===== src/rtl/adc_chan_deser_mc.sv =====
// rtl/adc_chan_deser_mc.sv - multi-channel DDR serial ADC deserializer with chop demod and frame check
module adc_chan_deser_mc #(
  parameter int N_CHAN     = 8,
  parameter int DATA_WIDTH = 18,
  parameter int DDR        = 1,
  parameter int CHOP_EN    = 1,
  parameter int FRAME_LEN  = 100
) (
  input  logic                         ADC_clock,
  input  logic                         ADC_reset,
  input  logic                         enable,
  input  logic                         ADC_word_sync_n,
  input  logic [N_CHAN-1:0]            ADC_serial_data,
  input  logic                         chop_phase,
  input  logic                         err_clear,
  output logic [N_CHAN*DATA_WIDTH-1:0] channel_data,
  output logic                         data_valid,
  output logic                         frame_err,
  output logic [15:0]                  frame_count
);

  // Bits captured per edge type in one word
  localparam int E  = (DDR != 0) ? DATA_WIDTH / 2 : DATA_WIDTH;
  localparam int WW = $clog2(E + 1);
  localparam logic [DATA_WIDTH-1:0] SMIN = {1'b1, {(DATA_WIDTH-1){1'b0}}};
  localparam logic [DATA_WIDTH-1:0] SMAX = ~SMIN;

  logic          r_sync_d;
  logic          r_chop;
  logic          r_cap;
  logic          r_armed;
  logic [WW-1:0] r_warm;
  logic [15:0]   r_period;
  logic          w_strobe;
  logic          w_warm_ok;
  logic          w_accept;
  logic          w_mismatch;

  // Sync falling edge seen while enabled; discarded until the shift registers have filled
  assign w_strobe   = r_sync_d & ~ADC_word_sync_n & enable;
  assign w_warm_ok  = (r_warm == WW'(E));
  assign w_accept   = w_strobe & w_warm_ok;
  assign w_mismatch = w_accept & r_armed & (r_period != 16'(FRAME_LEN));

  for (genvar c = 0; c < N_CHAN; c++) begin : g_ch
    logic [E-1:0]          r_pos_sr;
    logic [DATA_WIDTH-1:0] w_raw;
    logic [DATA_WIDTH-1:0] r_raw;
    logic [DATA_WIDTH-1:0] r_data;
    logic [DATA_WIDTH-1:0] w_neg;

    // Posedge sample shift, newest bit in LSB
    always_ff @(posedge ADC_clock or posedge ADC_reset) begin
      if (ADC_reset) r_pos_sr <= '0;
      else           r_pos_sr <= {r_pos_sr[E-2:0], ADC_serial_data[c]};
    end

    if (DDR != 0) begin : g_ddr
      logic [E-1:0] r_neg_sr;

      // Negedge sample shift; the only logic clocked on the falling edge
      always_ff @(negedge ADC_clock or posedge ADC_reset) begin
        if (ADC_reset) r_neg_sr <= '0;
        else           r_neg_sr <= {r_neg_sr[E-2:0], ADC_serial_data[c]};
      end

      // Interleave so each posedge bit precedes the negedge bit that followed it
      always_comb begin
        w_raw = '0;
        for (int b = 0; b < E; b++) begin
          w_raw[2*b+1] = r_pos_sr[b];
          w_raw[2*b]   = r_neg_sr[b];
        end
      end
    end else begin : g_sdr
      assign w_raw = r_pos_sr;
    end

    // Negation saturates the single value that has no positive counterpart
    assign w_neg = (r_raw == SMIN) ? SMAX : (~r_raw + 1'b1);

    // Capture raw word at the strobe, demodulate into the output one edge later
    always_ff @(posedge ADC_clock or posedge ADC_reset) begin
      if (ADC_reset) begin
        r_raw  <= '0;
        r_data <= '0;
      end else begin
        if (w_accept) r_raw <= w_raw;
        if (r_cap)    r_data <= ((CHOP_EN != 0) && !r_chop) ? w_neg : r_raw;
      end
    end

    assign channel_data[c*DATA_WIDTH +: DATA_WIDTH] = r_data;
  end

  // Sync edge detect, warm-up, valid pulse, frame counting and period check
  always_ff @(posedge ADC_clock or posedge ADC_reset) begin
    if (ADC_reset) begin
      r_sync_d    <= 1'b0;
      r_warm      <= '0;
      r_cap       <= 1'b0;
      r_chop      <= 1'b0;
      r_armed     <= 1'b0;
      r_period    <= '0;
      data_valid  <= 1'b0;
      frame_err   <= 1'b0;
      frame_count <= '0;
    end else begin
      r_sync_d   <= ADC_word_sync_n;
      r_cap      <= w_accept;
      data_valid <= r_cap;
      if (!w_warm_ok) r_warm <= r_warm + 1'b1;
      if (w_accept)   r_chop <= chop_phase;
      if (r_cap)      frame_count <= frame_count + 16'd1;
      if (!enable) begin
        r_period <= '0;
        r_armed  <= 1'b0;
      end else if (w_accept) begin
        r_period <= 16'd1;
        r_armed  <= 1'b1;
      end else if (r_period != 16'hFFFF) begin
        r_period <= r_period + 16'd1;
      end
      if (w_mismatch)     frame_err <= 1'b1;
      else if (err_clear) frame_err <= 1'b0;
    end
  end

endmodule


===== config.mk =====
export PLATFORM = sky130hd
export DESIGN_NAME = adc_chan_deser_mc
export DESIGN_NICKNAME = d
export VERILOG_FILES = /design/src/rtl/adc_chan_deser_mc.sv
export SDC_FILE = /design/constraint.sdc
export NUM_CORES = 1
export LEC_CHECK = 0
export CORE_MARGIN = 10
export CORE_UTILIZATION = 45
export CTS_BUF_LIST = sky130_fd_sc_hd__clkbuf_4 sky130_fd_sc_hd__clkbuf_8
export CTS_CLUSTER_SIZE = 24
export DETAILED_ROUTE_END_ITERATION = 10
export DONT_BUFFER_PORTS = 1
export GPL_TIMING_DRIVEN = 1
export PLACE_DENSITY = 0.65
export SYNTH_ARGS = -nofsm -noshare
export SYNTH_HDL_FRONTEND = slang
export SYNTH_SLANG_ARGS = --single-unit

===== constraint.sdc =====
create_clock -name ADC_clock -period 48.5 [get_ports ADC_clock]
set_clock_uncertainty 0.15 [all_clocks]
set_input_delay 9.7 -clock ADC_clock [delete_from_list [all_inputs] [get_ports ADC_clock]]
set_output_delay 9.7 -clock ADC_clock [all_outputs]
set_load 0.02 [all_outputs]

==> impl_metrics.env, run 1 <==
export IMPL_clockBufferDepth=3
export IMPL_dieArea_mm2=0.0520
export IMPL_yosysWarnings=0
export IMPL_worstMarginPinSlew_ns=1.14
export IMPL_synth_top_area_frac=0.517
export IMPL_ys_async_sr_fraction=1.00
export IMPL_ant_nets=0
export IMPL_final_cell_mix="dfrtp_1 (400), nor2_1 (220), mux2_2 (146), a21oi_1 (99), clkbuf_8 (93)"
export IMPL_syn_cell_area_mm2=0.0195
export IMPL_crit_path_frequent_cell="buf_4"
export IMPL_gp_congestion=0.826
export IMPL_irDropWorstVdd_mv=0.0271
export IMPL_fin_setup_tns_ns=0
export IMPL_syn_inst=1618
export IMPL_wl_um=41600
export IMPL_hold_class="flip-flop to flip-flop"
export IMPL_ys_seq_area_frac=0.610
export IMPL_synth_edf_count=0
export IMPL_fin_cells=2285
export IMPL_ys_seq_elements=474
export IMPL_crit_required_ns=24.79
export IMPL_cap_violations=0
export IMPL_die_h_um=228
export IMPL_synth_ff_type="dfrtp_1"
export IMPL_antenna_found_initial=0
export IMPL_ys_types=71
export IMPL_grt_max_degree=90
export IMPL_htree_levels=3
export IMPL_powerDensity_mw_per_mm2=51.4
export IMPL_num_nets_final=1662
export IMPL_post_route_drc_count=0
export IMPL_ios=176
export IMPL_rows=76
export IMPL_power_leakage_nw=9.06
export IMPL_relSlewSlack=0.231
export IMPL_cts_root_buf="clkbuf_8"
export IMPL_endpoint="g_ch[2].g_ddr.r_neg_sr[2]"
export IMPL_setup_viol=0
export IMPL_stdcell_area_mm2=0.0216
export IMPL_avgSynthCellArea_um2=12.0
export IMPL_rr_startpoint="g_ch[0].g_ddr.r_neg_sr[0]"
export IMPL_r2r_end="g_ch[0].r_raw[0]"
export IMPL_tritoncts="built"
export IMPL_grt_busiest_layer="met2"
export IMPL_clkTransAtPathRegs_ns=0.04
export IMPL_place_inst=2140
export IMPL_rrSetupSlack_ns=23.35
export IMPL_synthTopCellsByArea="dfrtp_1 (52%), dfrtn_1 (9.3%), mux2_2 (8.5%)"
export IMPL_end_kind="async pin"
export IMPL_synth_nets=1645
export IMPL_start_util=0.454
export IMPL_viasPerCell=5.35
export IMPL_clkLatencyLatePin_ns=0.64
export IMPL_crit_slowest_cell="buf_4"
export IMPL_area_growth_pct=11.2
export IMPL_grt_util_met1=0.209
export IMPL_n_antenna_cell=0
export IMPL_cts_setup_buffers=0
export IMPL_cpPeakStageDelay_ns=0.82
export IMPL_filler_cell_count=3759
export IMPL_hold_viol=0
export IMPL_layout_commonest_cell="dfrtp_1"
export IMPL_dp_worst_setup_slack_ns=11.56
export IMPL_first_iter_violations=802
export IMPL_path_max_fanout=74
export IMPL_met3_usage=0.0573
export IMPL_hpwlAfterDp_um=27000
export IMPL_critPathKind="primary input to async pin"
export IMPL_start_kind="primary input"
export IMPL_slew_violations=0
export IMPL_crit_arrival_ns=12.43
export IMPL_status="finished clean"
export IMPL_clock_sinks=474
export IMPL_groute_usage_overall=0.161
export IMPL_crit_chain="inv_8 > buf_4 > buf_4 > buf_4"
export IMPL_die_width_um=228
export IMPL_rsz0062_at_grt="no"
export IMPL_vias=12236
export IMPL_drt_wirelength_per_cell_um=18.2
export IMPL_drive_above_1_share=0.196
export IMPL_ctsHoldBuffers=0
export IMPL_fin_total_pwr_w=0.00111
export IMPL_fin_ws_ns=12.36
export IMPL_cts_buffers=78
export IMPL_place_area_mm2=0.0199
export IMPL_grt_pass1_wl_um=68700
export IMPL_crit_path_start="ADC_reset"
export IMPL_io_buffers=0
export IMPL_grt_ovfl_total=0
export IMPL_post_synth_top_area_cell="dfrtp_1"
export IMPL_cts_resized=0
export IMPL_groute_layer_met2_usage=0.245
export IMPL_floorplan_core_area_mm2=0.0429
export IMPL_grt_pass1_vias=12402
export IMPL_firstDrtPassIters=6
export IMPL_reg2reg_depth=1
## per-layer routing
metal  wire length [µm]  part of all wire  vias up
li1                   -                 -     5743
met1              18400              0.44     6132
met2              19100              0.46      299
met3               3290             0.079       62
met4                850             0.020        0
met5                  0                 0        -
## cell type report
type                       instances  area [µm²]  area share
timing repair buffer              13        97.6     0.00451
tap                              585         732      0.0338
inverter                          46         185     0.00856
multi-input combinational       1022        7070       0.327
clock buffer                     128        1540      0.0713
sequential                       474       11900       0.549
clock inverter                    17         140     0.00648
## cells by family (layout without fill, tap and decap cells)
| kind of cell | after synthesis | in the layout | synth area share |
|---|---|---|---|
| compound gates | 257 | 257 | 0.0855 |
| simple gates | 460 | 460 | 0.119 |
| mux | 154 | 154 | 0.0886 |
| xor+xnor | 138 | 138 | 0.0621 |
| flops | 474 | 474 | 0.610 |
| fa+ha+maj | 13 | 13 | 0.00836 |
| buf+inv | 122 | 204 | 0.0272 |
## sequential cells by signal, summed over array words and instances (netlist names), 4 cells and up
name / count
g_ch.g_ddr.r_neg_sr: 72
g_ch.r_pos_sr: 72
r_warm: 4
g_ch.r_raw: 144
r_period: 16
g_ch.r_data: 144
frame_count: 16
## critical path: cells and delay by family
family	cells	cell delay, ns
buffers and inverters	4	2.58
## report_power, final
part,internal (W),switching (W)
sequential,0.000464,0.000125
clock,0.000208,0.000158
combinational,0.0000766,0.0000799
total,0.000748,0.000363
## cell usage after synthesis (29+ instances only)
cell type / instances
xnor2_1: 70
clkbuf_1: 47
nand2_1: 36
xor2_1: 68
o22a_1: 42
nand3_1: 29
nor3_1: 59
dfrtn_1: 72
inv_1: 45
mux2_2: 146
dfrtp_1: 402
a31oi_1: 42
nor2_1: 220
a21oi_1: 99
## stage by stage
stage	util	hold slack [ns]
finish	0.504	0.144
global route	0.504	0.151
CTS	0.504	0.136
detailed placement	0.465	0.166
global placement	0.465	0.161
floorplan	-	0.159
## how the worst min path moves through the flow
stage | cells past startpoint | startpoint | endpoint
finish | 0 | g_ch[4].g_ddr.r_neg_sr[5] | g_ch[4].g_ddr.r_neg_sr[6]
global placement | 0 | g_ch[4].g_ddr.r_neg_sr[6] | g_ch[4].g_ddr.r_neg_sr[7]
floorplan | 0 | g_ch[0].g_ddr.r_neg_sr[0] | g_ch[0].g_ddr.r_neg_sr[1]
CTS | 0 | g_ch[4].g_ddr.r_neg_sr[5] | g_ch[4].g_ddr.r_neg_sr[6]
global route | 0 | g_ch[4].g_ddr.r_neg_sr[5] | g_ch[4].g_ddr.r_neg_sr[6]
detailed placement | 0 | g_ch[1].g_ddr.r_neg_sr[4] | g_ch[1].g_ddr.r_neg_sr[5]
Note: power is estimated with default switching activity, not from simulation.
==> inputs of run 2 (changes only) <==
--- a/config.mk
+++ b/config.mk
@@ -12,7 +12,7 @@
 export DETAILED_ROUTE_END_ITERATION = 10
 export DONT_BUFFER_PORTS = 1
 export GPL_TIMING_DRIVEN = 1
-export PLACE_DENSITY = 0.65
+export PLACE_DENSITY = 0.67
 export SYNTH_ARGS = -nofsm -noshare
 export SYNTH_HDL_FRONTEND = slang
 export SYNTH_SLANG_ARGS = --single-unit
==> constraint.sdc (replaced) <==
create_clock -name ADC_clock -period 33.2 [get_ports ADC_clock]
set_clock_uncertainty 0.15 [all_clocks]
set_input_delay 6.64 -clock ADC_clock [delete_from_list [all_inputs] [get_ports ADC_clock]]
set_output_delay 6.64 -clock ADC_clock [all_outputs]
set_load 0.02 [all_outputs]
==> run 2 against run 1 <==
First-iteration DRC count is 6.7% higher. Routed wire length down 0.16%. Clock power up 47%. Critical endpoint is now g_ch[0].g_ddr.r_neg_sr[0]. Count of clock-buffer cells in the layout stayed put. Core utilization up 0.070 points. Flip-flop and latch count stayed put. Critical path depth is 1 lower. Non-clock buffer count up 1. Largest power group unchanged. Highest routed layer unchanged. Register-to-register slack got worse by 7.6 ns. Global-route usage is 0.18 points lower. Worst hold slack improved by 0.016 ns. Largest cell class unchanged. Worst setup slack got worse by 4.4 ns.
==> impl_metrics.env, run 2 (same netlist as run 1, synthesis figures left out) <==
export IMPL_wl_um=41500
export IMPL_powerDensity_mw_per_mm2=75.2
export IMPL_area_growth_pct=11.3
export IMPL_end_kind="async pin"
export IMPL_critPathKind="primary input to async pin"
export IMPL_cpLargestDelayFamily="buffers and inverters"
export IMPL_grt_max_degree=163
export IMPL_crit_arrival_ns=9.09
export IMPL_clkTransAtPathRegs_ns=0.04
export IMPL_worstMarginPinSlew_ns=1.02
export IMPL_rows=76
export IMPL_path_max_fanout=85
export IMPL_fin_setup_tns_ns=0
export IMPL_floorplan_core_area_mm2=0.0429
export IMPL_antenna_found_initial=0
export IMPL_rsz0062_at_grt="no"
export IMPL_final_core_util=0.505
export IMPL_post_route_drc_count=0
export IMPL_drive_above_1_share=0.196
export IMPL_grt_pass1_wl_um=68000
export IMPL_cts_setup_buffers=0
export IMPL_num_nets_final=1665
export IMPL_relSlewSlack=0.311
export IMPL_htree_levels=3
export IMPL_cpPeakStageDelay_ns=0.93
export IMPL_power_leakage_nw=9.07
export IMPL_setup_viol=0
export IMPL_io_buffers=0
export IMPL_n_antenna_cell=0
export IMPL_vias=12279
export IMPL_hold_viol=0
export IMPL_groute_usage_overall=0.159
export IMPL_crit_chain="clkinvlp_4 > buf_4 > buf_4"
export IMPL_place_area_mm2=0.0200
export IMPL_die_h_um=228
export IMPL_status="finished clean"
export IMPL_hold_class="flip-flop to flip-flop"
export IMPL_dp_worst_setup_slack_ns=7.22
export IMPL_clock_sinks=474
export IMPL_first_iter_violations=856
export IMPL_slew_violations=0
export IMPL_tritoncts="built"
export IMPL_cp_num_buf_inv=3
export IMPL_ctsHoldBuffers=0
export IMPL_clkLatencyLatePin_ns=0.63
export IMPL_start_kind="primary input"
export IMPL_grt_pass1_vias=12372
export IMPL_viasPerCell=5.37
export IMPL_final_cell_mix="dfrtp_1 (400), nor2_1 (220), mux2_2 (146), a21oi_1 (99), clkbuf_8 (98)"
export IMPL_stdcell_area_mm2=0.0217
export IMPL_cap_violations=0
export IMPL_crit_required_ns=17.08
export IMPL_die_width_um=228
export IMPL_cts_root_buf="clkbuf_8"
export IMPL_irDropWorstVdd_mv=0.0370
export IMPL_grt_ovfl_total=0
export IMPL_dieArea_mm2=0.0520
export IMPL_gp_congestion=0.831
export IMPL_start_util=0.454
export IMPL_ant_nets=0
export IMPL_layout_commonest_cell="dfrtp_1"
export IMPL_cts_resized=0
export IMPL_largestRegisters="g_ch.r_data: 144 flops, g_ch.r_raw: 144 flops"
export IMPL_fin_ws_ns=7.99
export IMPL_cts_buffers=80
export IMPL_crit_path_frequent_cell="buf_4"
export IMPL_firstDrtPassIters=5
export IMPL_clockBufferDepth=3
export IMPL_crit_slowest_cell="buf_4"
export IMPL_drt_wirelength_per_cell_um=18.2
export IMPL_hpwlAfterDp_um=27400
export IMPL_fin_total_pwr_w=0.00163
export IMPL_ios=176
==> run 2: final timing paths <==
check | startpoint | endpoint | slack (ns) | cells past startpoint
worst max-delay path | ADC_reset | g_ch[0].g_ddr.r_neg_sr[0] | 7.99 | 3
worst min-delay path | g_ch[4].g_ddr.r_neg_sr[6] | g_ch[4].g_ddr.r_neg_sr[7] | 0.16 | 0
worst max register to register | g_ch[0].g_ddr.r_neg_sr[0] | g_ch[0].r_raw[0] | 15.73 | 1
worst min register to register | g_ch[4].g_ddr.r_neg_sr[6] | g_ch[4].g_ddr.r_neg_sr[7] | 0.16 | 0
max in group ADC_clock | ADC_serial_data[0] | g_ch[0].g_ddr.r_neg_sr[0] | 10.24 | 0
min in group asynchronous | ADC_reset | g_ch[3].r_raw[4] | 5.92 | 1
==> run 2: routing by layer <==
layer  vias up  GRT usage  routed length (µm)
met3        64     0.0617                3470
met1      6180      0.200               17800
met4         0     0.0596                 975
met5         -          0                   0
li1       5741          -                   -
met2       294      0.246               19300
==> run 2: final cells by class <==
type | instances | area [µm²]
clock buffers | 128 | 1570
fillers | 3800 | 21200
clock inverters | 17 | 123
flip-flops and latches | 474 | 11900
well taps | 585 | 732
multi-input cells | 1022 | 7070
repair buffers | 14 | 118
inverters | 46 | 181
==> run 2: report_power, final <==
part,internal (W),switching [W]
sequential,0.000677,0.000184
combinational,0.000112,0.000117
clock,0.000309,0.000231
total,0.00110,0.000531
==> run 2: stage by stage <==
| step | std cells | hold WS (ns) |
|---|---|---|
| 2_1_floorplan | 1618 | 0.159 |
| 3_3_place_gp | 2141 | 0.160 |
| 3_5_place_dp | 2141 | 0.165 |
| 4_1_cts | 2286 | 0.162 |
| 5_1_grt | 2286 | 0.172 |
| 6_report | 2286 | 0.160 |
==> inputs of run 3 (changes only) <==
--- a/config.mk
+++ b/config.mk
@@ -12,7 +12,7 @@
 export DETAILED_ROUTE_END_ITERATION = 10
 export DONT_BUFFER_PORTS = 1
 export GPL_TIMING_DRIVEN = 1
-export PLACE_DENSITY = 0.67
+export PLACE_DENSITY = 0.65
 export SYNTH_ARGS = -nofsm -noshare
 export SYNTH_HDL_FRONTEND = slang
 export SYNTH_SLANG_ARGS = --single-unit
==> constraint.sdc (replaced) <==
create_clock -name ADC_clock -period 24.4 [get_ports ADC_clock]
set_clock_uncertainty 0.15 [all_clocks]
set_input_delay 4.88 -clock ADC_clock [delete_from_list [all_inputs] [get_ports ADC_clock]]
set_output_delay 4.88 -clock ADC_clock [all_outputs]
set_load 0.02 [all_outputs]
==> run 3 against run 2 <==
Via count down 0.84%. Critical path type unchanged. Global-route usage about the same. Die area unchanged. Critical endpoint is now g_ch[6].g_ddr.r_neg_sr[1]. Design area up 0.53%. Cell count about the same. Critical path depth unchanged. Routed wire length down 0.35%. Sequential power up 36%. Count of clock-buffer cells in the layout up 8. First-iteration DRC count down 12%. Combinational power up 35%. Non-clock buffer count up 2.
==> impl_metrics.env, run 3 (same netlist as run 1, synthesis figures left out) <==
export IMPL_crit_slowest_cell="buf_12"
export IMPL_cts_resized=0
export IMPL_cpLargestDelayFamily="buffers and inverters"
export IMPL_relSlewSlack=0.326
export IMPL_groute_usage_overall=0.159
export IMPL_hpwlAfterDp_um=27100
export IMPL_start_kind="primary input"
export IMPL_setup_viol=0
export IMPL_post_route_drc_count=0
export IMPL_wl_um=41400
export IMPL_power_leakage_nw=9.12
export IMPL_antenna_found_initial=0
export IMPL_die_h_um=228
export IMPL_floorplan_core_area_mm2=0.0429
export IMPL_cts_buffers=79
export IMPL_rsz0062_at_grt="no"
export IMPL_cpPeakStageDelay_ns=0.64
export IMPL_cts_root_buf="clkbuf_8"
export IMPL_largestRegisters="g_ch.r_data: 144 flops, g_ch.r_raw: 144 flops"
export IMPL_die_width_um=228
export IMPL_tritoncts="built"
export IMPL_status="finished clean"
export IMPL_area_growth_pct=11.9
export IMPL_critPathKind="primary input to async pin"
export IMPL_grt_max_degree=181
export IMPL_clkLatencyLatePin_ns=0.61
export IMPL_gp_congestion=0.813
export IMPL_ios=176
export IMPL_grt_ovfl_total=0
export IMPL_drive_above_1_share=0.197
export IMPL_irDropWorstVdd_mv=0.0538
export IMPL_clkTransAtPathRegs_ns=0.04
export IMPL_first_iter_violations=757
export IMPL_dieArea_mm2=0.0520
export IMPL_htree_levels=3
export IMPL_seqCellArea_mm2=0.0119
export IMPL_grt_pass1_wl_um=68200
export IMPL_ctsHoldBuffers=0
export IMPL_final_core_util=0.508
export IMPL_worstMarginPinSlew_ns=1.01
export IMPL_fin_total_pwr_w=0.00224
export IMPL_powerDensity_mw_per_mm2=103
export IMPL_end_kind="async pin"
export IMPL_viasPerCell=5.32
export IMPL_ant_nets=0
export IMPL_grt_pass1_vias=12483
export IMPL_start_util=0.454
export IMPL_io_buffers=0
export IMPL_crit_required_ns=12.69
export IMPL_path_max_fanout=180
export IMPL_crit_chain="clkinvlp_4 > buf_4 > buf_12"
export IMPL_final_cell_mix="dfrtp_1 (400), nor2_1 (220), mux2_2 (146), clkbuf_8 (106), a21oi_1 (99)"
export IMPL_layout_commonest_cell="dfrtp_1"
export IMPL_fin_setup_tns_ns=0
export IMPL_hold_viol=0
export IMPL_rows=76
export IMPL_num_nets_final=1666
export IMPL_crit_arrival_ns=6.42
export IMPL_clockBufferDepth=3
export IMPL_n_antenna_cell=0
export IMPL_vias=12176
export IMPL_slew_violations=0
export IMPL_cap_violations=0
export IMPL_clock_sinks=474
export IMPL_drt_wirelength_per_cell_um=18.1
export IMPL_cp_num_buf_inv=3
export IMPL_firstDrtPassIters=5
export IMPL_multi_input_area_mm2=0.00707
export IMPL_cts_setup_buffers=0
export IMPL_filler_cell_count=3745
export IMPL_hold_class="flip-flop to flip-flop"
[run 3: final timing paths]
| path | cells after the start | end | startpoint | slack [ns] |
|---|---|---|---|---|
| min in group asynchronous | 2 | g_ch[3].r_pos_sr[7] | ADC_reset | 4.25 |
| setup reg to reg | 1 | g_ch[0].r_raw[0] | g_ch[0].g_ddr.r_neg_sr[0] | 11.32 |
| max in group ADC_clock | 0 | g_ch[5].g_ddr.r_neg_sr[0] | ADC_serial_data[5] | 7.59 |
| setup / recovery | 3 | g_ch[6].g_ddr.r_neg_sr[1] | ADC_reset | 6.27 |
| hold / removal | 0 | g_ch[0].g_ddr.r_neg_sr[8] | g_ch[0].g_ddr.r_neg_sr[7] | 0.16 |
| hold reg to reg | 0 | g_ch[0].g_ddr.r_neg_sr[8] | g_ch[0].g_ddr.r_neg_sr[7] | 0.16 |
[run 3: final cells by class]
cell class,count,share of cell area
well taps,585,0.0336
clock inverters,8,0.00454
repair buffers,16,0.00667
clock buffers,136,0.0773
inverters,46,0.00833
flip-flops and latches,474,0.545
multi-input cells,1022,0.324
[run 3: stage by stage]
stage	setup slack, ns	cells	instance area [µm²]	hold WS (ns)
after global routing	6.06	2287	21800	0.171
after floorplan	0.957	1618	19500	0.159
after CTS	6.25	2287	21800	0.165
after global placement	5.67	2143	20000	0.162
final	6.27	2287	21800	0.163
after detailed placement	5.62	2143	20000	0.167
[run 3: layer usage]
layer / GRT usage / vias to the layer above / part of all wire
met2: 0.253 / 242 / 0.47
li1: - / 5749 / -
met5: 0 / - / 0
met1: 0.198 / 6126 / 0.43
met4: 0.0537 / 0 / 0.017
met3: 0.0571 / 59 / 0.077
[run 3: where the power goes]
part	switching (W)	internal, W
registers	0.000248	0.000922
clock network	0.000306	0.000454
logic	0.000157	0.000153
==> variant 1, RTL diff (flow settings as in run 3) <==
Set the parameter `FRAME_LEN` to 50 (it was 100).
--- a/src/rtl/adc_chan_deser_mc.sv
+++ b/src/rtl/adc_chan_deser_mc.sv
@@ -4,7 +4,7 @@
   parameter int DATA_WIDTH = 18,
   parameter int DDR        = 1,
   parameter int CHOP_EN    = 1,
-  parameter int FRAME_LEN  = 100
+  parameter int FRAME_LEN  = 50
 ) (
   input  logic                         ADC_clock,
   input  logic                         ADC_reset,
Function: not checked (the comparison handles one clock edge and no latches or derived clocks); the edit may change what the design does.
==> variant 1 against run 3 <==
- final area is 0.90% lower
- setup slack lost 0.018 ns
- routed wire length down 0.17%
- global-route usage increased by 0.33 points
- critical path depth did not move
- sequential cell count is the same
- power shrank 0.99%
- combinational power down 4%
- synthesized area is 0.91% lower
- largest power group unchanged
==> variant 1: results (changes against run 3) <==
The worst hold margin is 0.156 ns (-0.00671 ns), and the synthesized area per cell is 11.9 um^2 (-1.0%). The count of mapped cells out of synthesis was 1620 (+0.12%); the adder and majority cell fraction of the synthesized area was 0.844% (+0.0077 points). The worst vdd rail ir drop is 0.0000721 V (+34%), and the post-detailed-route wirelength per cell is 18.4 um (+2.0%). Worst reg-to-reg setup slack: 11.34 ns (+0.02 ns). The relative slew slack was 31.4% (-1.2 points); the cell leakage power was 8.98 nW (-1.6%). The count of placed standard cells including taps is 2091 (-2.4%).

The number of DRC violations after detailed-routing iteration 0 was 964 (+27%); the cell area reported after detailed placement was 19800 um^2 (-1.0%). The share of cell area taken by muxes after synthesis works out to 7.70% (-1.2 points). Fraction of the yosys area taken by sequential cells: 61.5% (+0.56 points). Critical register-to-register path endpoint: g_ch[4].r_raw[6]$_DFFE_PP0P_.

The run gives 1661 (-0.30%) as the number of nets in the layout. The non-clock buffer area fraction after layout is 0.580% (-0.087 points), and the global placement routability congestion is 0.818 (+0.65%). The fraction of the mapped netlist area in compound gates was 10.5% (+1.9 points); the via count of the first global-routing pass was 12.5k (+0.23%). Fraction of area in clock buffers and inverters: 8.29% (+0.10 points). The largest net degree at the start of global routing was 178 (-1.7%). In the synthesized netlist, the cells that appear most often are 402 x sky130_fd_sc_hd__dfrtp_1, 188 x sky130_fd_sc_hd__nor2_1, 122 x sky130_fd_sc_hd__mux2_2.

For the worst setup slack before clock tree synthesis, the log shows 5.61 ns (-0.00635 ns). In this run the critical register-to-register path is launched from g_ch[4].g_ddr.r_neg_sr[3]$_DFF_NP0_. Proportion of layout cells with a drive suffix above 1: 17.6% (-2.1 points). The xor and xnor area share after synthesis is 5.59% (-0.62 points). The flow ran to the end, and the final reports show no timing, DRC or antenna violations.

The footprint of the multi-input gates came out at 6950 um^2 (-1.7%). The run gives 474 (unchanged) as the sequential cell count. The sequential cell area share is 55.0% (+0.49 points), and the latest clock arrival within the worst-skew pair is 0.66 ns (+0.05 ns). Ranked by total cell area, the synthesized netlist is headed by sky130_fd_sc_hd__dfrtp_1 52%, sky130_fd_sc_hd__dfrtn_1 9.3%, sky130_fd_sc_hd__mux2_2 7.1%, sky130_fd_sc_hd__nor2_1 3.7%, sky130_fd_sc_hd__xnor2_1 3.3%.
variant 1: cell types whose count changed in the layout (fill, tap and decap cells not counted), sizes merged, moves of 8 or more:
cell	run 3	this run
xor2	68	50
a31oi	42	68
nor2	222	188
nand2	36	68
a21oi	100	79
o21ai	24	44
mux2	146	122
o22ai	1	9
nor3	60	47
variant 1: routing by layer:
metal	track usage, %	routed length, um	vias to the layer above
li1	-	-	5805
met1	19.9	17100	6212
met2	26.7	20200	288
met3	5.25	3270	63
met4	5.20	785	0
met5	0	0	-
variant 1: where the power goes:
group	internal (mW)	switching (mW)
clock network	0.448	0.316
registers	0.919	0.236
logic	0.143	0.155
total	1.51	0.707
variant 1: cell families after synthesis:
kind of cell,Yosys count
xor gates and xnor gates,123
DFF,474
buffers and inverters,124
AOI/OAI and AO/OA,306
adders and majority gates,13
muxes,133
and+or+nand+nor,447
==> variant 2, RTL diff (settings of run 3) <==
Without the edit above. Add an input register stage for `ADC_serial_data`, without a reset; this delays it by one clock. The other inputs are not delayed to match.
--- a/src/rtl/adc_chan_deser_mc.sv
+++ b/src/rtl/adc_chan_deser_mc.sv
@@ -24,6 +24,12 @@
   localparam int WW = $clog2(E + 1);
   localparam logic [DATA_WIDTH-1:0] SMIN = {1'b1, {(DATA_WIDTH-1){1'b0}}};
   localparam logic [DATA_WIDTH-1:0] SMAX = ~SMIN;
+
+  logic [N_CHAN-1:0] ADC_serial_data_q;
+
+  always_ff @(posedge ADC_clock) begin
+    ADC_serial_data_q <= ADC_serial_data;
+  end
 
   logic          r_sync_d;
   logic          r_chop;
@@ -52,7 +58,7 @@
     // Posedge sample shift, newest bit in LSB
     always_ff @(posedge ADC_clock or posedge ADC_reset) begin
       if (ADC_reset) r_pos_sr <= '0;
-      else           r_pos_sr <= {r_pos_sr[E-2:0], ADC_serial_data[c]};
+      else           r_pos_sr <= {r_pos_sr[E-2:0], ADC_serial_data_q[c]};
     end
 
     if (DDR != 0) begin : g_ddr
@@ -61,7 +67,7 @@
       // Negedge sample shift; the only logic clocked on the falling edge
       always_ff @(negedge ADC_clock or posedge ADC_reset) begin
         if (ADC_reset) r_neg_sr <= '0;
-        else           r_neg_sr <= {r_neg_sr[E-2:0], ADC_serial_data[c]};
+        else           r_neg_sr <= {r_neg_sr[E-2:0], ADC_serial_data_q[c]};
       end
 
       // Interleave so each posedge bit precedes the negedge bit that followed it
Check against the original RTL: not checked (the comparison handles one clock edge and no latches or derived clocks); the edit may change what the design does.
==> variant 2 against run 3 <==
- sequential cell count grew 8
- largest power group unchanged
- synthesized area shrank 1.0%
- global-route usage grew 0.10 points
- setup slack lost 0.17 ns
- power grew 0.51%
- final area shrank 0.67%
- largest cell class unchanged
- count of clock-buffer cells in the layout shrank 7
- routed wire length shrank 1.0%
- clock power grew 3.4%
==> variant 2: results (changes against run 3) <==
The run gives 175 (-3.3%) as the largest net degree at the start of global routing. The run gives 62.4% (+1.5 points) as the fraction of the yosys area taken by sequential cells. The run gives 16.0% (+0.10 points) as the total track usage. The total routed wirelength is 41000 um (-1.0%), and the count of cell types in the netlist is 62 (-13%). The tools report the clock tree buffer depth as 3 (unchanged). The tools report the critical register-to-register path endpoint as g_ch[2].r_raw[8]$_DFFE_PP0P_. The biggest fanout along the worst timing path is 140 (-22%). The run gives 66300 um (-2.7%) as the global-route wire length before repair. Sorting the synthesized cells by how often they occur yields 402 x sky130_fd_sc_hd__dfrtp_1, 203 x sky130_fd_sc_hd__nor2_1, 110 x sky130_fd_sc_hd__a21oi_1, 110 x sky130_fd_sc_hd__mux2_2, 79 x sky130_fd_sc_hd__xnor2_1. Global placement routability congestion: 0.805 (-0.91%). Yosys attributes the largest share of cell area to sky130_fd_sc_hd__dfrtp_1 52%, sky130_fd_sc_hd__dfrtn_1 9.4%, sky130_fd_sc_hd__mux2_2 6.4%, sky130_fd_sc_hd__nor2_1 4.0%, sky130_fd_sc_hd__xnor2_1 3.6%. The worst hold path begins at g_ch[1].g_ddr.r_neg_sr[6]$_DFF_NP0_.

The number of DRC violations after detailed-routing iteration 0 is 847 (+12%). The run gives 11.36 ns (+0.04 ns) as the worst reg-to-reg setup slack. The flow ran to the end, and the final reports show no timing, DRC or antenna violations. The run gives 2 (+2) as the initial antenna violation count. The logs give 9.06 nW (-0.62%) for the cell leakage power and 1682 (+0.96%) for the number of nets in the layout. Latest clock arrival within the worst-skew pair: 0.63 ns (+0.02 ns). The logs give 34.3% (+1.7 points) for the relative slew slack and 6.10 ns (-0.168 ns) for the setup slack of the critical path after layout.

The switching power summed over all nets is 0.712 mW (about the same). The count of vias placed by the detailed router was 12.3k (+0.80%); the proportion of layout cells with a drive suffix above 1 was 16.9% (-2.8 points). The worst hold path terminates at g_ch[1].g_ddr.r_neg_sr[7]$_DFF_NP0_. Fraction of registers with async set/reset: 98.3% (-1.7 points). In this run the critical register-to-register path is launched from g_ch[2].g_ddr.r_neg_sr[4]$_DFF_NP0_.

The logs give 6.68 ns (+0.26 ns) for the data arrival at the endpoint of the critical path and 0.0000706 V (+31%) for the worst vdd rail ir drop.
## variant 2: cell count changes after synthesis, sizes merged, moves of 11 or more
cell / change
buf: -17
clkbuf: +16
mux2: -36
nand2: +30
nor2: -18
o21ai: +41
xor2: -11
## variant 2: metrics by stage
step                      instance area [um^2]  hold slack, ns  std cells  utilization (%)
after floorplan                          19300           0.159       1634                -
after global placement                   19800           0.161       2111             47.0
after detailed placement                 19800           0.165       2111             47.0
after CTS                                21600           0.164       2261             51.3
after global routing                     21600           0.172       2262             51.3
final                                    21600           0.162       2262             51.3
## variant 2: worst max-delay path, stage by stage
cell,delay (ns)
sky130_fd_sc_hd__clkinvlp_4,0.55
sky130_fd_sc_hd__buf_12,0.59
sky130_fd_sc_hd__buf_12,0.58
## variant 2: power by group through the flow
stage	sequential, mW	combinational [mW]	clock (mW)
global placement	1.18	0.291	0
detailed placement	1.19	0.299	0
floorplan	1.13	0.250	0
CTS	1.17	0.302	0.811
global route	1.19	0.338	0.850
finish	1.17	0.297	0.785
## variant 2: cells by family (layout without fill, tap and decap cells)
logic type / after synthesis / after routing / share of synthesized area, %
AOI/OAI and AO/OA: 313 / 313 / 10.1
xor gates and xnor gates: 136 / 136 / 6.19
adders and majority gates: 13 / 13 / 0.845
buffers and inverters: 125 / 213 / 2.46
DFF: 482 / 482 / 62.4
muxes: 117 / 117 / 6.80
other: 0 / 1 / 0
and+or+nand+nor: 448 / 448 / 11.1
## variant 2: worst max-delay path by stage
stage / to / cells past startpoint
final: g_ch[7].g_ddr.r_neg_sr[8]$_DFF_NP0_ / 3
after global routing: g_ch[4].g_ddr.r_neg_sr[1]$_DFF_NP0_ / 3
after CTS: g_ch[7].g_ddr.r_neg_sr[8]$_DFF_NP0_ / 3
after detailed placement: g_ch[4].g_ddr.r_neg_sr[2]$_DFF_NP0_ / 3
after global placement: g_ch[7].g_ddr.r_neg_sr[7]$_DFF_NP0_ / 3
after floorplan: g_ch[0].g_ddr.r_neg_sr[0]$_DFF_NP0_ / 1
## variant 2: per-layer routing
metal  global-route usage, %  vias to the layer above  wire length, um
met4                    6.43                        2              886
met3                    4.77                       55             2700
met5                       0                        -               13
li1                        -                     5795                -
met2                    24.9                      263            19400
met1                    20.6                     6159            18000
## variant 2: cell type report
type | count | area, um^2
fill | 3608 | 20500
sequential | 482 | 12000
multi-input combinational | 1027 | 6760
clock buffer | 129 | 1610
tap | 539 | 674
clock inverter | 21 | 224
inverter | 50 | 191
timing repair buffer | 13 | 135
antenna | 1 | 2.50
